===== config.mk =====
export PLATFORM = sky130hd
export DESIGN_NAME = cache_controller
export DESIGN_NICKNAME = d
export VERILOG_FILES = /design/src/rtl/cache_ctrl_pkg.sv /design/src/rtl/cache_ctrl_timer.sv /design/src/rtl/cache_controller.sv
export SDC_FILE = /design/constraint.sdc
export NUM_CORES = 1
export LEC_CHECK = 0
export BUFFER_PORTS_ARGS = -buffer_cell sky130_fd_sc_hd__buf_2
export CORE_AREA = 5 5 42 44
export CTS_CLUSTER_SIZE = 14
export DETAILED_ROUTE_END_ITERATION = 12
export DIE_AREA = 0 0 47 49
export SETUP_SLACK_MARGIN = 0.4
export SKIP_LAST_GASP = 1
export SYNTH_ARGS = -nofsm -noshare
export SYNTH_HDL_FRONTEND = slang
export SYNTH_SLANG_ARGS = --single-unit

===== constraint.sdc =====
create_clock -name clk -period 2.35 [get_ports clk]
set_clock_uncertainty 0.05 [all_clocks]
set_input_delay 0.3525 -clock clk [delete_from_list [all_inputs] [get_ports clk]]
set_output_delay 0.3525 -clock clk [all_outputs]
set_load 0.03 [all_outputs]

===== src/rtl/cache_ctrl_pkg.sv =====
// rtl/cache_ctrl_pkg.sv - shared state encoding and width helpers for the data-cache sequencer
package cache_ctrl_pkg;

  typedef enum logic [1:0] {
    IDLE   = 2'd0,
    WRITE  = 2'd1,
    REFILL = 2'd2,
    DONE   = 2'd3
  } state_e;

  // A counter that only ever holds 0..n-1 needs clog2(n) bits, but never fewer than one.
  function automatic int lat_w(input int lat);
    return (lat <= 2) ? 1 : $clog2(lat);
  endfunction

  function automatic int word_w(input int bw);
    return (bw <= 2) ? 1 : $clog2(bw);
  endfunction

endpackage


===== src/rtl/cache_ctrl_timer.sv =====
// rtl/cache_ctrl_timer.sv - loadable down-counter with zero flag for main-memory latency
module cache_ctrl_timer #(
  parameter int W = 2
) (
  input  logic         clk,
  input  logic         rst,
  input  logic         load,
  input  logic [W-1:0] load_val,
  input  logic         dec,
  output logic         zero
);

  logic [W-1:0] cnt_q, cnt_d;

  always_comb begin
    cnt_d = cnt_q;
    if (load) begin
      cnt_d = load_val;
    end else if (dec && (cnt_q != '0)) begin
      cnt_d = cnt_q - 1'b1;
    end
  end

  always_ff @(posedge clk or posedge rst) begin
    if (rst) begin
      cnt_q <= '0;
    end else begin
      cnt_q <= cnt_d;
    end
  end

  assign zero = (cnt_q == '0);

endmodule


===== src/rtl/cache_controller.sv =====
// rtl/cache_controller.sv - write-through no-write-allocate D-cache sequencer; CACHE_CTRL_STATS_EN adds read hit/miss counters
module cache_controller
  import cache_ctrl_pkg::*;
#(
  parameter int DATA_WIDTH  = 32,
  parameter int MEM_LATENCY = 4,
  parameter int BLOCK_WORDS = 4
) (
  input  logic                            clk,
  input  logic                            rst,
  input  logic                            Mem_Read,
  input  logic                            Mem_Write,
  input  logic                            hit,
  output logic                            stall,
  output logic                            mm_rd_en,
  output logic                            mm_wr_en,
  output logic [word_w(BLOCK_WORDS)-1:0]  refill_word,
  output logic                            cache_we,
  output logic                            data_sel,
`ifdef CACHE_CTRL_STATS_EN
  output logic [31:0]                     read_hits,
  output logic [31:0]                     read_misses,
`endif
  output logic                            tag_we
);

  localparam int LAT_W  = lat_w(MEM_LATENCY);
  localparam int WORD_W = word_w(BLOCK_WORDS);
  localparam logic [LAT_W-1:0]  LAT_LOAD  = LAT_W'(MEM_LATENCY - 1);
  localparam logic [WORD_W-1:0] LAST_WORD = WORD_W'(BLOCK_WORDS - 1);

  if (DATA_WIDTH < 1 || MEM_LATENCY < 1 || BLOCK_WORDS < 1) begin : g_bad_cfg
    $error("cache_controller: invalid parameters");
  end

  state_e              state_q, state_d;
  logic [WORD_W-1:0]   word_q, word_d;
  logic                tmr_load, tmr_dec, tmr_zero;

  cache_ctrl_timer #(.W(LAT_W)) u_timer (
    .clk      (clk),
    .rst      (rst),
    .load     (tmr_load),
    .load_val (LAT_LOAD),
    .dec      (tmr_dec),
    .zero     (tmr_zero)
  );

  always_comb begin
    state_d     = state_q;
    word_d      = word_q;
    tmr_load    = 1'b0;
    tmr_dec     = 1'b0;
    stall       = 1'b0;
    mm_rd_en    = 1'b0;
    mm_wr_en    = 1'b0;
    cache_we    = 1'b0;
    data_sel    = 1'b0;
    tag_we      = 1'b0;
    refill_word = word_q;
    unique case (state_q)
      IDLE: begin
        stall = Mem_Write | (Mem_Read & ~hit);
        // Stores win over a simultaneous load; the hit word is updated in place.
        if (Mem_Write) begin
          cache_we = hit;
          state_d  = WRITE;
          tmr_load = 1'b1;
        end else if (Mem_Read && !hit) begin
          state_d  = REFILL;
          tmr_load = 1'b1;
          word_d   = '0;
        end
      end
      WRITE: begin
        stall    = 1'b1;
        mm_wr_en = 1'b1;
        if (tmr_zero) begin
          state_d = DONE;
        end else begin
          tmr_dec = 1'b1;
        end
      end
      REFILL: begin
        stall    = 1'b1;
        mm_rd_en = 1'b1;
        if (tmr_zero) begin
          cache_we = 1'b1;
          data_sel = 1'b1;
          // Tag goes valid only once the whole block has landed.
          if (word_q == LAST_WORD) begin
            tag_we  = 1'b1;
            state_d = DONE;
          end else begin
            word_d   = word_q + 1'b1;
            tmr_load = 1'b1;
          end
        end else begin
          tmr_dec = 1'b1;
        end
      end
      DONE: begin
        state_d = IDLE;
      end
      default: begin
        state_d = IDLE;
      end
    endcase
  end

  always_ff @(posedge clk or posedge rst) begin
    if (rst) begin
      state_q <= IDLE;
      word_q  <= '0;
    end else begin
      state_q <= state_d;
      word_q  <= word_d;
    end
  end

`ifdef CACHE_CTRL_STATS_EN
  logic [31:0] read_hits_q, read_hits_d;
  logic [31:0] read_misses_q, read_misses_d;
  logic        rd_accept;

  assign rd_accept = (state_q == IDLE) && Mem_Read && !Mem_Write;

  always_comb begin
    read_hits_d   = read_hits_q;
    read_misses_d = read_misses_q;
    if (rd_accept && hit && (read_hits_q != '1)) begin
      read_hits_d = read_hits_q + 32'd1;
    end
    if (rd_accept && !hit && (read_misses_q != '1)) begin
      read_misses_d = read_misses_q + 32'd1;
    end
  end

  always_ff @(posedge clk or posedge rst) begin
    if (rst) begin
      read_hits_q   <= '0;
      read_misses_q <= '0;
    end else begin
      read_hits_q   <= read_hits_d;
      read_misses_q <= read_misses_d;
    end
  end

  assign read_hits   = read_hits_q;
  assign read_misses = read_misses_q;
`endif

endmodule

=== Word-level counts from Yosys, hierarchy flattened ===
Index checks and enable logic that the tools add are counted.

* Register bits: 6
* Bits of input ports: 5

* Add/sub/neg operators: 2
* Equal/unequal tests: 11
* Multiplexer cells: 30
* Bitwise gates (word level): 3
* Reduce and logical (&&, ||, !) cells: 11

{| class="wikitable"
|+ Operator list
! cell !! number
|-
| 2-to-1 mux 2 bit || 11
|-
| 2-to-1 mux 1 bit || 14
|-
| inequality test 2 bit, second input constant || 6
|-
| one-hot mux 2 bit (4 select lines) || 1
|-
| equality test 2 bit, second input constant || 3
|-
| one-hot mux 1 bit (2 select lines) || 3
|-
| nonzero test 2 bit || 3
|-
| AND reduction 5 bit || 1
|-
| logical NOT 2 bit || 2
|-
| one-hot mux 2 bit (2 select lines) || 1
|-
| AND reduction 4 bit || 1
|-
| inequality test 3 bit, second input constant || 1
|-
| adder 2 x 1 -> 2 bit, second input constant || 1
|-
| equality test 2 x 1 -> 1 bit, second input constant || 1
|-
| logical AND 1 bit || 2
|-
| OR reduction 2 bit || 1
|-
| subtractor 2 x 1 -> 2 bit, second input constant || 1
|-
| bitwise AND 1 bit || 1
|-
| logical NOT 1 bit || 1
|-
| NOT 1 bit || 1
|-
| bitwise OR 1 bit || 1
|}

=== Longest topological paths before layout ===
Gate-level depths: netlist of the first run.

* Depth after elaboration: 6
* Gate-level depth with buffers: 5
* Mapped depth without buffers: 5

=== Modules after synthesis ===
Synthesis of the first run repeated with hierarchy kept, for this count alone.

* Cells, all modules: 60
* Area, all modules: 546.8 µm²

{| class="wikitable"
|+ By module, submodules not included
! module !! instances !! cells an instance !! area each (µm²) !! sequential area each (µm²)
|-
| cache_controller || 1 || 47 || 411.6 || 100.1
|-
| cache_ctrl_timer || 1 || 13 || 135.1 || 50.0
|}

=== Least setup slack after synthesis of the first run ===
OpenSTA, ideal clock, no wires.

* Path kind: register -> output
* From: register state_q[0]
* To: output port cache_we
* Arrival: 1574 ps
* Path slack: 373 ps
* Cell stages (with the launch flop): 5
* Cells stage by stage: dfrtp_1 inv_1 ha_1 and2_2 nand2b_1

* Word-level cells in the longest chain between the ends: 2

{| class="wikitable"
|+ Ends and longest elaborated chain
! item !! RTL line !! RTL
|-
| start: declaration || cache_controller.sv:36 || <nowiki>state_e state_q, state_d;</nowiki>
|-
| start signal: assignment || cache_controller.sv:116 || <nowiki>state_q <= state_d;</nowiki>
|-
| equality test 2 bit or logical NOT 2 bit (tied branches) || cache_controller.sv:61 || <nowiki>unique case (state_q)</nowiki>
|-
| one-hot mux 1 bit (2 select lines) (*) || cache_controller.sv:61 ||
|-
| end: declaration || cache_controller.sv:18 || <nowiki>output logic cache_we,</nowiki>
|}

Every way passes the cells marked *; elsewhere a longest branch is shown, timed or not.

=== Worst setup path after layout of the first run ===
Ends and elaborated chain as after synthesis.

==> metrics.txt, run 1 <==
# TYPE chip_impl_metric gauge
chip_impl_info{name="run_status",value="finished, final reports clean"} 1
chip_impl_metric{name="finalWeightedCongestion",unit=""} 0.792
chip_impl_info{name="cts_tree",value="yes"} 1
chip_impl_metric{name="cts.reportedPaths.clkPinSlew",unit="ps"} 40
chip_impl_metric{name="placement_rows",unit=""} 14
chip_impl_metric{name="cts-htree-levels",unit=""} 1
chip_impl_metric{name="path_max_fanout",unit=""} 4
chip_impl_info{name="timing_worst_setup_path_type",value="flop to output pin"} 1
chip_impl_metric{name="yosys_warnings",unit=""} 0
chip_impl_metric{name="io_buffer_count",unit=""} 12
chip_impl_metric{name="crit_arrival",unit="ps"} 1470
chip_impl_metric{name="routed_wire_length_per_instance",unit="um"} 12.4
chip_impl_metric{name="drt_iter0_markers",unit=""} 6
chip_impl_metric{name="drcViolationCount",unit=""} 0
chip_impl_metric{name="synth_fp_nets",unit=""} 62
chip_impl_metric{name="die_x",unit="um"} 47
chip_impl_metric{name="timing_max_transition_violations_final",unit=""} 0
chip_impl_metric{name="netlist_area",unit="um2"} 489
chip_impl_info{name="setup_repair_after_global_routing_missed_its_margin",value="no"} 1
chip_impl_metric{name="min_delay_path_depth",unit=""} 3
chip_impl_metric{name="synth_enable_flop_cells",unit=""} 0
chip_impl_metric{name="full_die_area",unit="um2"} 2300
chip_impl_info{name="ys.flop_type",value="sky130_fd_sc_hd__dfrtp_1"} 1
chip_impl_metric{name="asyncSetResetFlopFracSynth",unit="%"} 100
chip_impl_metric{name="layout_worst_path_cycle_share",unit="%"} 79.9
chip_impl_metric{name="viasPerCell",unit=""} 5.27
chip_impl_metric{name="groute.usage.overall",unit="%"} 10.1
chip_impl_metric{name="coreArea",unit="um2"} 1400
chip_impl_info{name="topRoutingLayerUsed",value="met4"} 1
chip_impl_metric{name="headroom_to_the_max_slew_limit",unit="%"} 67.1
chip_impl_metric{name="cts.sinks",unit=""} 6
chip_impl_metric{name="finalWorstPathRequiredPeriod",unit="ps"} 1880
chip_impl_info{name="crit_path_start",value="state_q[0]"} 1
chip_impl_metric{name="start_util",unit="%"} 34.9
chip_impl_metric{name="fmax",unit="MHz"} 533
chip_impl_metric{name="via_count_of_the_first_global_routing_pass",unit=""} 377
chip_impl_metric{name="fill_cell_instance_count_of_the_final_layout",unit=""} 140
chip_impl_metric{name="grt_pass1_wl",unit="um"} 1640
chip_impl_metric{name="worst-slew-pin-transition",unit="ps"} 486
chip_impl_info{name="hold_path.class",value="input port to flop"} 1
chip_impl_info{name="critical_path.reg2reg.startpoint",value="refill_word[0]"} 1
chip_impl_info{name="clock-root-buffer",value="sky130_fd_sc_hd__clkbuf_4"} 1
chip_impl_metric{name="global_route.overflow_total",unit=""} 0
chip_impl_metric{name="netlist-cell-type-count",unit=""} 25
chip_impl_metric{name="met3_wirelength",unit="um"} 96
chip_impl_metric{name="finalNetCount",unit=""} 83
chip_impl_metric{name="detailroute.wirelength.met2",unit="um"} 492
chip_impl_metric{name="timing_hold_violations_final",unit=""} 0
chip_impl_metric{name="yosys_register_bits",unit=""} 6
chip_impl_metric{name="max-clock-path-buffers",unit=""} 2
chip_impl_metric{name="power_density",unit="nW/um2"} 1640
chip_impl_metric{name="pin_count_of_the_biggest_net_entering_global_routing",unit=""} 10
chip_impl_metric{name="proportion_of_layout_cells_with_a_drive_suffix_above_1",unit="%"} 40.6
chip_impl_metric{name="detailedPlacementHpwl",unit="um"} 829
chip_impl_metric{name="floorplan.io_pins",unit=""} 13
chip_impl_metric{name="drtAntennaViolNets",unit=""} 0
chip_impl_metric{name="antenna_violations_before_repair",unit=""} 0
chip_impl_metric{name="route.layer.met1.wl",unit="um"} 448
chip_impl_metric{name="worst_skew_late_latency",unit="ps"} 240
chip_impl_metric{name="setup_viol",unit=""} 0
chip_impl_metric{name="netlist_instances",unit=""} 50
chip_impl_metric{name="crit_required",unit="ps"} 1950
chip_impl_metric{name="syn2layout_area_growth",unit="%"} 34.0
chip_impl_metric{name="power.static_leakage",unit="nW"} 0.346
chip_impl_info{name="startpoint_type",value="flop"} 1
chip_impl_metric{name="max-vdd-ir-drop",unit="mV"} 0.960
chip_impl_info{name="end_kind",value="output pin"} 1
chip_impl_metric{name="drt-pass1-iter-count",unit=""} 4
chip_impl_metric{name="rr_worst_depth",unit=""} 4
chip_impl_metric{name="setup_tns",unit="ps"} 0
chip_impl_metric{name="routed-via-count",unit=""} 448
chip_impl_metric{name="syn_avg_cell_area",unit="um2"} 9.78
chip_impl_metric{name="totalPowerFinal",unit="mW"} 1.07
chip_impl_metric{name="drt_wl_total",unit="um"} 1050
chip_impl_metric{name="die_height",unit="um"} 49
chip_impl_metric{name="synth_seq_area_share",unit="%"} 30.7
chip_impl_metric{name="drv.max_cap_violation_count",unit=""} 0
chip_impl_metric{name="number_of_buffers_added_by_the_clock_tree_synthesis_step",unit=""} 3
chip_impl_info{name="hp-start",value="Mem_Write"} 1
chip_impl_metric{name="antennaDiodeCount",unit=""} 0
==> layout by cell type, fill, tap and decap left out, types with 2 or more instances in the layout <==
cell type                   n
sky130_fd_sc_hd__a221o_1    2
sky130_fd_sc_hd__and3_1     2
sky130_fd_sc_hd__buf_2     10
sky130_fd_sc_hd__buf_4      4
sky130_fd_sc_hd__clkbuf_4   4
sky130_fd_sc_hd__dfrtp_1    6
sky130_fd_sc_hd__ha_1       5
sky130_fd_sc_hd__ha_4       2
sky130_fd_sc_hd__inv_1      5
sky130_fd_sc_hd__inv_2      2
sky130_fd_sc_hd__mux2i_1    2
sky130_fd_sc_hd__nand2_1    2
sky130_fd_sc_hd__nand2b_1   2
sky130_fd_sc_hd__or2b_1     2
==> per-layer routing <==
| layer | GRT usage [%] | up-vias |
|---|---|---|
| met5 | 0 | - |
| met4 | 6.91 | 0 |
| met3 | 4.80 | 2 |
| met2 | 13.3 | 17 |
| met1 | 12.5 | 204 |
| li1 | - | 225 |
==> kinds of logic after synthesis <==
logic type	share of synthesized area, %
AOI/OAI and AO/OA	20.7
xor gates and xnor gates	1.79
buffers and inverters	5.37
DFF	30.7
muxes	4.09
adders and majority gates	17.9
and+or+nand+nor	19.4
==> worst max-delay path, cell delays in order, from the launching register on <==
cell and delay (ps):
sky130_fd_sc_hd__dfrtp_1 400, sky130_fd_sc_hd__inv_2 140, sky130_fd_sc_hd__ha_1 190, sky130_fd_sc_hd__and2_4 160, sky130_fd_sc_hd__o211ai_1 90, sky130_fd_sc_hd__nand2b_1 80
sky130_fd_sc_hd__clkbuf_4 180
==> what timing repair did <==
item / CTS / global route
hold endpoints to repair: 6 / 0
pin swaps: 0 / 0
setup endpoints to repair: 1 / 6
setup buffers: 0 / 3
hold buffers: 1 / 0
gates resized for setup: 3 / 7
==> layout make-up <==
cell class	instances	area, um2	share of cell area, %
multi-input combinational	37	339	51.7
sequential	6	150	22.9
timing repair buffer	16	97.6	14.9
inverter	7	26.3	4.01
clock buffer	3	22.5	3.44
tap	16	20.0	3.05
==> report_power, final <==
group / leakage (nW) / internal, mW / switching, mW
Combinational: 0.263 / 0.345 / 0.436
Clock: 0.0138 / 0.0576 / 0.0345
Sequential: 0.0698 / 0.163 / 0.0389
Total: 0.346 / 0.565 / 0.509
==> through the flow <==
step / instances / hold slack, ps / instance area, um2 / setup WS, ps / utilization, %
detailed placement: 78 / 227 / 572 / 511 / 40.8
floorplan: 50 / 93.5 / 492 / 507 / -
global placement: 78 / 234 / 572 / 526 / 40.8
CTS: 82 / 417 / 617 / 390 / 44.0
global route: 85 / 442 / 656 / 400 / 46.8
finish: 85 / 423 / 656 / 473 / 46.8
==> cells in the mapped netlist (all sizes together) (2+ instances only) <==
master,n,share of area (%)
dfrtp,6,31
o21ai,2,2.0
and3,3,4.1
ha,7,18
and2,2,3.1
inv,7,5.4
mux2i,2,4.1
nand2,2,1.5
or2b,2,3.1
nand2b,2,2.6
a221o,2,4.1
==> state kept, by name, summed over array words and instances, names as in the netlist <==
| name | flops |
|---|---|
| refill_word | 2 |
| state_q | 2 |
| u_timer.cnt_q | 2 |
==> final timing paths <==
kind	end	slack, ps
max	cache_we	470
min	u_timer.cnt_q[1]	420
max reg2reg	refill_word[1]	560
min reg2reg	u_timer.cnt_q[1]	460
max in group asynchronous	u_timer.cnt_q[0]	1540
min in group asynchronous	u_timer.cnt_q[1]	510
Power figures use the tool's default switching activity.
==> run 2: changes to the inputs <==
==> constraint.sdc (replaced) <==
create_clock -name clk -period 1.9 [get_ports clk]
set_clock_uncertainty 0.05 [all_clocks]
set_input_delay 0.285 -clock clk [delete_from_list [all_inputs] [get_ports clk]]
set_output_delay 0.285 -clock clk [all_outputs]
set_load 0.03 [all_outputs]
==> run 2 against run 1 <==
Compared with the run above:
- sequential share of layout area fell by 5.9 points
- first-iteration DRC count rose by 100%
- global-route usage rose by 2.8 points
- core utilization rose by 17 points
- worst setup slack got worse by 320 ps
- final cell count rose by 13%
- final area rose by 37%
==> metrics.txt, run 2 (synthesis results as in run 1) <==
# TYPE chip_impl_metric gauge
chip_impl_metric{name="antenna_violations_before_repair",unit=""} 0
chip_impl_metric{name="start_util",unit="%"} 34.9
chip_impl_metric{name="drt_iter0_markers",unit=""} 12
chip_impl_info{name="most_common_cell_after_layout_fill_and_taps_aside",value="sky130_fd_sc_hd__buf_4"} 1
chip_impl_info{name="startpoint_type",value="flop"} 1
chip_impl_metric{name="crit_arrival",unit="ps"} 1420
chip_impl_metric{name="headroom_to_the_max_slew_limit",unit="%"} 75.2
chip_impl_metric{name="via_count_of_the_first_global_routing_pass",unit=""} 501
chip_impl_metric{name="grt_pass1_wl",unit="um"} 2170
chip_impl_metric{name="finalNetCount",unit=""} 93
chip_impl_info{name="cts_tree",value="yes"} 1
chip_impl_metric{name="cts-htree-levels",unit=""} 1
chip_impl_metric{name="drcViolationCount",unit=""} 0
chip_impl_metric{name="global_route.overflow_total",unit=""} 0
chip_impl_metric{name="max-vdd-ir-drop",unit="mV"} 1.12
chip_impl_metric{name="routed_wire_length_per_instance",unit="um"} 15.2
chip_impl_info{name="crit_top_cell",value="sky130_fd_sc_hd__buf_6"} 1
chip_impl_metric{name="totalPowerFinal",unit="mW"} 1.88
chip_impl_info{name="clock-root-buffer",value="sky130_fd_sc_hd__clkbuf_4"} 1
chip_impl_info{name="end_kind",value="output pin"} 1
chip_impl_info{name="setup_repair_after_global_routing_missed_its_margin",value="yes"} 1
chip_impl_info{name="cp_slowest_cell",value="sky130_fd_sc_hd__dfrtp_1"} 1
chip_impl_metric{name="finalWorstPathRequiredPeriod",unit="ps"} 1750
chip_impl_metric{name="layout_worst_path_cycle_share",unit="%"} 92.2
chip_impl_metric{name="detailedPlacementHpwl",unit="um"} 935
chip_impl_info{name="worst_path_cell_chain",value="buf_6, ha_4, o211ai_1, nand2b_4, buf_6"} 1
chip_impl_metric{name="worst_skew_late_latency",unit="ps"} 260
chip_impl_metric{name="post_route_design_area",unit="um2"} 900
chip_impl_metric{name="drtAntennaViolNets",unit=""} 0
chip_impl_metric{name="timing_max_transition_violations_final",unit=""} 0
chip_impl_metric{name="multiInputGateArea",unit="um2"} 455
chip_impl_metric{name="syn2layout_area_growth",unit="%"} 83.9
chip_impl_metric{name="worst-slew-pin-transition",unit="ps"} 363
chip_impl_metric{name="crit_required",unit="ps"} 1560
chip_impl_metric{name="min_delay_path_depth",unit=""} 3
chip_impl_metric{name="power_density",unit="nW/um2"} 2090
chip_impl_metric{name="coreArea",unit="um2"} 1400
chip_impl_metric{name="area.sequential",unit="um2"} 153
chip_impl_metric{name="viasPerCell",unit=""} 5.29
chip_impl_metric{name="number_of_buffers_added_by_the_clock_tree_synthesis_step",unit=""} 3
chip_impl_metric{name="floorplan.io_pins",unit=""} 13
chip_impl_metric{name="die_height",unit="um"} 49
chip_impl_info{name="timing_worst_setup_path_type",value="flop to output pin"} 1
chip_impl_metric{name="drv.max_cap_violation_count",unit=""} 0
chip_impl_info{name="run_status",value="finished, final reports clean"} 1
chip_impl_metric{name="io_buffer_count",unit=""} 12
chip_impl_metric{name="placement_rows",unit=""} 14
chip_impl_metric{name="setup_viol",unit=""} 0
chip_impl_metric{name="cts.reportedPaths.clkPinSlew",unit="ps"} 60
chip_impl_metric{name="power.static_leakage",unit="nW"} 0.431
chip_impl_metric{name="drt_wl_total",unit="um"} 1460
chip_impl_metric{name="cts.sinks",unit=""} 6
chip_impl_info{name="final_cell_mix",value="sky130_fd_sc_hd__buf_4, sky130_fd_sc_hd__buf_6, sky130_fd_sc_hd__ha_4, sky130_fd_sc_hd__buf_2, sky130_fd_sc_hd__dfrtp_1"} 1
chip_impl_metric{name="drt-pass1-iter-count",unit=""} 4
chip_impl_metric{name="antennaDiodeCount",unit=""} 0
chip_impl_metric{name="pin_count_of_the_biggest_net_entering_global_routing",unit=""} 9
chip_impl_metric{name="proportion_of_layout_cells_with_a_drive_suffix_above_1",unit="%"} 65.0
chip_impl_metric{name="fill_cell_instance_count_of_the_final_layout",unit=""} 108
chip_impl_metric{name="timing_hold_violations_final",unit=""} 0
chip_impl_metric{name="groute.usage.overall",unit="%"} 12.9
chip_impl_metric{name="die_x",unit="um"} 47
chip_impl_info{name="hold_path.class",value="input port to flop"} 1
chip_impl_metric{name="full_die_area",unit="um2"} 2300
chip_impl_metric{name="path_max_fanout",unit=""} 5
chip_impl_metric{name="max-clock-path-buffers",unit=""} 2
chip_impl_metric{name="final_standard_cell_utilization_of_the_core",unit="%"} 64.2
chip_impl_metric{name="place_area",unit="um2"} 634
chip_impl_metric{name="finalWeightedCongestion",unit=""} 0.757
chip_impl_metric{name="routed-via-count",unit=""} 508
chip_impl_metric{name="setup_tns",unit="ps"} 0
chip_impl_metric{name="rr_worst_depth",unit=""} 6
chip_impl_metric{name="fmax",unit="MHz"} 571
chip_impl_metric{name="critPathMaxStageDelay",unit="ps"} 390
[run 2: cell count changes in the layout (fill, tap and decap cells not counted), sizes merged]
| cell | before | now |
|---|---|---|
| buf | 14 | 25 |
[run 2: layout make-up]
class                      instances  area share (%)
multi-input combinational         37            50.6
timing repair buffer              26            24.1
sequential                         6            17.0
inverter                           7            3.20
clock buffer                       4            2.92
tap                               16            2.23
[run 2: worst max-delay path, delay by kind of cell, from the launching register on]
kind                       cells  cell delay [ps]
DFF                            1              390
adders and majority gates      1              170
AOI/OAI and AO/OA              1              250
and+or+nand+nor                1               70
buffers and inverters          2              270
[run 2: what timing repair did]
| item | CTS | global route |
|---|---|---|
| buffers inserted | 10 | 2 |
| setup endpoints to repair | 10 | 10 |
| pin swaps | 4 | 4 |
| gates cloned | 0 | 0 |
| gates resized for setup | 28 | 8 |
| endpoints found under the hold margin | 6 | 0 |
| hold buffers | 1 | 0 |
[run 2: stage by stage]
| step | cells | hold WS (ps) | setup slack (ps) |
|---|---|---|---|
| floorplan | 50 | 25.8 | 256 |
| global placement | 79 | 174 | 229 |
| detailed placement | 79 | 177 | 209 |
| CTS | 94 | 330 | 158 |
| global route | 96 | 374 | 85.3 |
| finish | 96 | 359 | 149 |
[run 2: where the power goes]
| group | leakage, nW | internal (mW) | switching [mW] |
|---|---|---|---|
| Clock | 0.0150 | 0.0804 | 0.0582 |
| Sequential | 0.0675 | 0.206 | 0.0675 |
| Combinational | 0.349 | 0.753 | 0.715 |
[run 2: layer usage]
layer  routed length, um  global-route usage (%)  part of all wire (%)
met1                 521                    14.2                    36
met2                 838                    22.6                    57
met3                  74                    5.54                   5.1
met4                  25                    1.84                   1.7
met5                   0                       0                     0
[run 2: final timing paths]
kind                                        from          endpoint  slack, ps
worst min register to register  u_timer.cnt_q[1]  u_timer.cnt_q[1]        490
min in group asynchronous                    rst  u_timer.cnt_q[1]        440
max in group asynchronous                    rst    refill_word[0]       1130
worst max register to register        state_q[0]    refill_word[1]        170
worst max-delay path                  state_q[1]          cache_we        150
worst min-delay path                   Mem_Write  u_timer.cnt_q[1]        360
